### src/rtl/ram_sp_pkg.sv
`default_nettype none
// ============================================================================
// Module      : ram_sp_pkg
// Description : Shared types for the single-port RAM request front-end.
//               Controller state encoding and arbiter grant encoding.
// Revision    : 1.0 - initial release
// ============================================================================
package ram_sp_pkg;

  // Controller sequence: one idle cycle, RAM fill, then normal traffic.
  typedef enum logic [1:0] {
    IDLE = 2'd0,
    INIT = 2'd1,
    RUN  = 2'd2
  } ctrl_state_t;

  // Encoding of the last-granted channel held by the round-robin arbiter.
  localparam logic GRANT_WR = 1'b0;
  localparam logic GRANT_RD = 1'b1;

endpackage : ram_sp_pkg
`default_nettype wire

### src/rtl/ram_sp_rsp_buf.sv
`default_nettype none
// ============================================================================
// Module      : ram_sp_rsp_buf
// Description : Two-entry read-response FIFO. The head entry is always at
//               r_data0 so the output holds its last value while empty.
// Ports       : clk, rst_n        - clock, async active-low reset
//               i_push/i_push_data - write one entry
//               i_pop              - remove head entry (ignored when empty)
//               o_valid/o_data     - head entry and its valid flag
//               o_occupancy        - number of stored entries (0..2)
// Revision    : 1.0 - initial release
// ============================================================================
module ram_sp_rsp_buf #(
  parameter int DATA_WIDTH = 4
) (
  input  logic                  clk,
  input  logic                  rst_n,
  input  logic                  i_push,
  input  logic [DATA_WIDTH-1:0] i_push_data,
  input  logic                  i_pop,
  output logic                  o_valid,
  output logic [DATA_WIDTH-1:0] o_data,
  output logic [1:0]            o_occupancy
);

  logic [DATA_WIDTH-1:0] r_data0;
  logic [DATA_WIDTH-1:0] r_data1;
  logic [1:0]            r_occ;
  logic                  w_pop;

  assign w_pop       = i_pop & (r_occ != 2'd0);
  assign o_valid     = (r_occ != 2'd0);
  assign o_data      = r_data0;
  assign o_occupancy = r_occ;

  always_ff @(posedge clk or negedge rst_n) begin
    if (!rst_n) begin
      r_data0 <= '0;
      r_data1 <= '0;
      r_occ   <= 2'd0;
    end else begin
      if (w_pop) begin
        if (r_occ == 2'd2) begin
          // Second entry moves up; an arriving push refills the tail slot.
          r_data0 <= r_data1;
          if (i_push) begin
            r_data1 <= i_push_data;
          end
        end else if (i_push) begin
          // Single entry popped and replaced in the same cycle.
          r_data0 <= i_push_data;
        end
      end else if (i_push) begin
        if (r_occ == 2'd0) begin
          r_data0 <= i_push_data;
        end else begin
          r_data1 <= i_push_data;
        end
      end
      r_occ <= r_occ + 2'(i_push) - 2'(w_pop);
    end
  end

endmodule : ram_sp_rsp_buf
`default_nettype wire

### src/rtl/ram_sp_req_ctrl.sv
`default_nettype none
// ============================================================================
// Module      : ram_sp_req_ctrl
// Description : Request front-end for a single-port synchronous RAM. Fills
//               the RAM with INIT_VALUE after reset, then arbitrates write
//               and read channels round-robin onto the RAM port and returns
//               read data through a 2-entry response buffer.
// Ports       : clk, rst_n                        - clock, async reset
//               init_done                         - fill sequence complete
//               wr_valid/wr_ready/wr_addr/wr_data - write requests
//               rd_valid/rd_ready/rd_addr         - read requests
//               rsp_valid/rsp_ready/rsp_data      - read responses
//               ram_we/ram_re/ram_addr/ram_wdata  - RAM port drive
//               ram_rdata                         - RAM data (1-cycle latency)
// Revision    : 1.0 - initial release
// ============================================================================
module ram_sp_req_ctrl
  import ram_sp_pkg::*;
#(
  parameter int                    DATA_WIDTH = 4,
  parameter int                    ADDR_WIDTH = 4,
  parameter int                    RAM_DEPTH  = 1 << ADDR_WIDTH,
  parameter logic [DATA_WIDTH-1:0] INIT_VALUE = '0
) (
  input  logic                  clk,
  input  logic                  rst_n,
  output logic                  init_done,
  input  logic                  wr_valid,
  output logic                  wr_ready,
  input  logic [ADDR_WIDTH-1:0] wr_addr,
  input  logic [DATA_WIDTH-1:0] wr_data,
  input  logic                  rd_valid,
  output logic                  rd_ready,
  input  logic [ADDR_WIDTH-1:0] rd_addr,
  output logic                  rsp_valid,
  input  logic                  rsp_ready,
  output logic [DATA_WIDTH-1:0] rsp_data,
  output logic                  ram_we,
  output logic                  ram_re,
  output logic [ADDR_WIDTH-1:0] ram_addr,
  output logic [DATA_WIDTH-1:0] ram_wdata,
  input  logic [DATA_WIDTH-1:0] ram_rdata
);

  localparam logic [ADDR_WIDTH-1:0] c_init_last = ADDR_WIDTH'(RAM_DEPTH - 1);

  ctrl_state_t           r_state;
  logic [ADDR_WIDTH-1:0] r_init_cnt;
  logic                  r_last_grant;
  logic                  r_inflight;
  logic [ADDR_WIDTH-1:0] r_hold_addr;
  logic [DATA_WIDTH-1:0] r_hold_wdata;

  logic                  w_run;
  logic [1:0]            w_occ;
  logic                  w_pop;
  logic                  w_rd_adm;
  logic                  w_wr_req;
  logic                  w_rd_req;
  logic                  w_gnt_wr;
  logic                  w_gnt_rd;

  assign w_run     = (r_state == RUN);
  assign init_done = w_run;
  assign w_pop     = rsp_valid & rsp_ready;

  // A read may issue only if, after this cycle's pop, the entries already
  // buffered plus the one still in the RAM pipeline leave room for it.
  assign w_rd_adm = ({1'b0, w_occ} + {2'b00, r_inflight}) < (3'd2 + {2'b00, w_pop});

  assign w_wr_req = w_run & wr_valid;
  assign w_rd_req = w_run & rd_valid & w_rd_adm;

  // Round-robin: on contention the channel that did not win last time wins.
  assign w_gnt_wr = w_wr_req & (~w_rd_req | (r_last_grant == GRANT_RD));
  assign w_gnt_rd = w_rd_req & (~w_wr_req | (r_last_grant == GRANT_WR));

  assign wr_ready = w_gnt_wr;
  assign rd_ready = w_gnt_rd;

  // RAM port drive; address and data hold their previous value when idle.
  always_comb begin
    ram_we    = 1'b0;
    ram_re    = 1'b0;
    ram_addr  = r_hold_addr;
    ram_wdata = r_hold_wdata;
    case (r_state)
      IDLE: begin
        ram_addr  = '0;
        ram_wdata = '0;
      end
      INIT: begin
        ram_we    = 1'b1;
        ram_addr  = r_init_cnt;
        ram_wdata = INIT_VALUE;
      end
      RUN: begin
        if (w_gnt_wr) begin
          ram_we    = 1'b1;
          ram_addr  = wr_addr;
          ram_wdata = wr_data;
        end else if (w_gnt_rd) begin
          ram_re    = 1'b1;
          ram_addr  = rd_addr;
        end
      end
      default: begin
        ram_addr  = '0;
        ram_wdata = '0;
      end
    endcase
  end

  always_ff @(posedge clk or negedge rst_n) begin
    if (!rst_n) begin
      r_state      <= IDLE;
      r_init_cnt   <= '0;
      r_last_grant <= GRANT_RD;
      r_inflight   <= 1'b0;
      r_hold_addr  <= '0;
      r_hold_wdata <= '0;
    end else begin
      r_hold_addr  <= ram_addr;
      r_hold_wdata <= ram_wdata;
      r_inflight   <= w_gnt_rd;
      case (r_state)
        IDLE: begin
          r_init_cnt <= '0;
          r_state    <= INIT;
        end
        INIT: begin
          if (r_init_cnt == c_init_last) begin
            r_state <= RUN;
          end else begin
            r_init_cnt <= r_init_cnt + 1'b1;
          end
        end
        RUN: begin
          if (w_gnt_wr) begin
            r_last_grant <= GRANT_WR;
          end else if (w_gnt_rd) begin
            r_last_grant <= GRANT_RD;
          end
        end
        default: r_state <= IDLE;
      endcase
    end
  end

  // RAM read data is valid the cycle after ram_re, i.e. while r_inflight.
  ram_sp_rsp_buf #(
    .DATA_WIDTH (DATA_WIDTH)
  ) u_rsp_buf (
    .clk         (clk),
    .rst_n       (rst_n),
    .i_push      (r_inflight),
    .i_push_data (ram_rdata),
    .i_pop       (rsp_ready),
    .o_valid     (rsp_valid),
    .o_data      (rsp_data),
    .o_occupancy (w_occ)
  );

endmodule : ram_sp_req_ctrl
`default_nettype wire

### config.mk
export PLATFORM = sky130hd
export DESIGN_NAME = ram_sp_req_ctrl
export DESIGN_NICKNAME = d
export VERILOG_FILES = /design/src/rtl/ram_sp_pkg.sv /design/src/rtl/ram_sp_rsp_buf.sv /design/src/rtl/ram_sp_req_ctrl.sv
export SDC_FILE = /design/constraint.sdc
export NUM_CORES = 1
export LEC_CHECK = 0
export ABC_AREA = 1
export BUFFER_PORTS_ARGS = -buffer_cell sky130_fd_sc_hd__buf_2
export CAP_MARGIN = 20
export CORE_MARGIN = 5
export CORE_UTILIZATION = 38
export DETAILED_ROUTE_END_ITERATION = 6
export PLACE_DENSITY_LB_ADDON = 0.2
export SKIP_CTS_REPAIR_TIMING = 1
export SLEW_MARGIN = 15
export SYNTH_ARGS = -nofsm -noshare
export SYNTH_HDL_FRONTEND = slang
export SYNTH_SLANG_ARGS = --single-unit
### constraint.sdc
create_clock -name clk -period 3.2 [get_ports clk]
set_clock_uncertainty 0.1 [all_clocks]
set_input_delay 0 -clock clk [delete_from_list [all_inputs] [get_ports clk]]
set_output_delay 0 -clock clk [all_outputs]
set_load 0.005 [all_outputs]
==> reports/metrics.cfg <==
[outcome]
status = finished clean

[routing]
firstDrtPassIters = 4
via_per_inst = 4.52
drtIter0Drc = 50
vias = 1194
wl_per_cell_um = 11.8
finalWirelength_um = 3120
drc = 0
detail-route-antenna-nets = 0

[global_route]
grt_start_max_net_pins = 27
antenna_found_initial = 0
grt_usage = 0.125
global_route.overflow_total = 0
grt_pass1_vias = 1126
grt_pass1_wl_um = 5130

[clock_tree]
cts-buffers-inserted = 3
cts_root_buf = clkbuf_8
clk_pin_slew_worst_paths_ns = 0.09
clk_latency_ns = 0.27
cts_tree = built
cts.htree.levels = 1
cts_buffer_depth = 2
clock_sink_count = 26

[power_and_ir_drop]
p_leak_nw = 0.975
vdd_drop_max_v = 0.000360
power.density_nw_per_um2 = 763
pwr-share-seq = 0.374
swShare = 0.383
p_sw_uw = 532
clockPowerShare = 0.154
fin_total_pwr_mw = 1.39
power.internal_uw = 856
comb_power_share = 0.472

[layout]
multi_input_area_um2 = 666
fillerInstances = 372
instances_no_fill = 264
drive_gt1_frac = 0.292
area_growth_pct = 26.2
insertedDiodeCount = 0
seqCellArea_um2 = 652
final_area_um2 = 1820
nNetsFinal = 246

[synthesis]
synth_warnings = 0
synthCells = 167
yosys_register_bits = 26
postSynthAreaPerCell_um2 = 8.64
synth-edff-count = 0
synthDistinctLibCells = 26
synth_ff_type = dfrtp_1
synth_nets = 196
synth-seq-area-share = 0.452
syn_area_um2 = 1440
async_reset_ff_frac = 1.00

[floorplanning]
die_y_um = 71.6
row_count = 22
initial_core_util = 0.394
dieArea_um2 = 5130
die_w_um = 71.6
fp.coreArea_um2 = 3660
io_pins = 39

[critical_path]
cp-start-kind = register
slowest_stage = dfrtp_1
max_stage_delay_ns = 0.41
required_ns = 3.10
cp.buffers_inverters = 2
cp_cell_sequence = inv_1, ha_1, nand2_4, nor2_4, nor2_4, nand2_4, nand2_2, nand3_1, nand2_1, a21oi_1, buf_2
cp.arrival_ns = 2.23
critPathMaxFanout = 12
worst-setup-path-type = reg -> out
cp-end-kind = primary output
cp_top_family = simple AND/OR/NAND/NOR gates

[timing]
slew_headroom = 0.603
finalSetupTns_ns = 0
fin_crit_ns = 2.33
fmax_ghz = 0.430
slew_violations = 0
worstMarginPinSlew_ns = 0.596
setup_violations = 0
hold_viol = 0
rsz0062_at_grt = no
finalWorstSetupSlack_ns = 0.872
finalCritPeriodShare = 0.727

[placed_design]
dp.cells = 250
place_congestion = 0.751
pre_cts_slack_ns = 1.15
hpwl_um = 2330
dpl-instance-area_um2 = 1670
port_buffers = 38

[worst_hold_path]
hold_path.class = in -> reg

[job]
maxCapViolations = 0

## power groups by stage
stage	clock, mW	sequential [mW]	combinational (mW)
floorplan	0	0.515	0.469
global placement	0	0.527	0.651
detailed placement	0	0.525	0.660
CTS	0.220	0.520	0.660
global route	0.238	0.534	0.752
finish	0.213	0.520	0.656
## area by class of cell
| type | instances | area share |
|---|---|---|
| Clock buffer | 4 | 0.0302 |
| Multi-Input combinational cell | 112 | 0.366 |
| Timing Repair Buffer | 48 | 0.159 |
| Tap cell | 48 | 0.0330 |
| Inverter | 26 | 0.0536 |
| Sequential cell | 26 | 0.358 |
## Yosys cell counts, types with 3 or more instances
cell type  number  area (um2)
inv_2           5        18.8
ha_1            8         100
inv_1          18        67.6
nand2_1        38         143
a31oi_1         4        25.0
dfrtp_1        25         626
nand3_1        18        90.1
mux2_2          4        45.0
o21ai_0         4        20.0
a21oi_1        10        50.1
nand2_4         4        45.0
clkinv_1        3        11.3
nor2_1          9        33.8
## metal layers
metal,vias up,GRT usage,part of all wire
met5,-,0,0
met3,5,0.0323,0.076
met4,0,0.0501,0.015
met2,38,0.168,0.39
met1,520,0.189,0.52
li1,631,-,-
## kinds of logic (layout without fill, tap and decap cells)
| group | after synthesis | after routing | synth area share |
|---|---|---|---|
| multiplexers | 4 | 4 | 0.0312 |
| XOR/XNOR | 3 | 3 | 0.0182 |
| AO/OA/AOI/OAI | 23 | 23 | 0.0919 |
| adder cells (fa/ha/maj) | 8 | 8 | 0.0694 |
| buffers and inverters | 29 | 78 | 0.0867 |
| AND/OR/NAND/NOR | 74 | 74 | 0.251 |
| flip-flops | 26 | 26 | 0.452 |
## placed cells by master (no fill, tap or decap)
cell type      synthesis  final
clkbuf_8               0      4
inv_2                  5      5
dfstp_2                1      1
dlygate4sd3_1          0     10
nand3_1               18     18
nor2_4                 2      2
nand2_1               38     38
nand3_2                1      1
nand2_2                1      1
o21ai_1                2      2
mux2_2                 4      4
inv_1                 18     18
a21oi_2                1      1
a21oi_1               10     10
a31oi_1                4      4
nand2_4                4      4
nor2_1                 9      9
o211ai_2               1      1
ha_1                   8      8
xor2_1                 2      2
o22ai_1                1      1
dfrtp_1               25     25
o21ai_0                4      4
clkinv_1               3      3
xnor2_1                1      1
buf_2                  1     38
nand3b_2               1      1
## sequential cells by signal, indices dropped and copies added (netlist names)
register               flops
u_rsp_buf.o_data           4
r_last_grant               1
r_state                    2
r_hold_addr                4
u_rsp_buf.r_data1          4
r_inflight                 1
r_hold_wdata               4
u_rsp_buf.o_occupancy      2
r_init_cnt                 4
## tightest hold or removal path: stages
cell,delay [ns]
buf_2,0.10
nand2_4,0.06
inv_1,0.15
o21ai_0,0.10
## final timing paths
path	from	to	slack (ns)	cells past startpoint
max reg2reg	r_state[0]	r_hold_addr[1]	1.20	9
min reg2reg	u_rsp_buf.r_data1[3]	u_rsp_buf.r_data1[3]	0.41	1
max in group asynchronous	rst_n	r_state[1]	2.45	2
min in group asynchronous	rst_n	u_rsp_buf.o_data[0]	0.16	2
max	r_state[0]	ram_addr[1]	0.87	11
min	wr_valid	r_last_grant	0.05	4
## per-stage QoR
stage | hold slack (ns) | utilization
floorplan | -0.396 | -
global placement | -0.0594 | 0.455
detailed placement | -0.0600 | 0.455
CTS | -0.360 | 0.470
global route | 0.0762 | 0.497
finish | 0.0498 | 0.497
(Power assumes the default switching activity.)
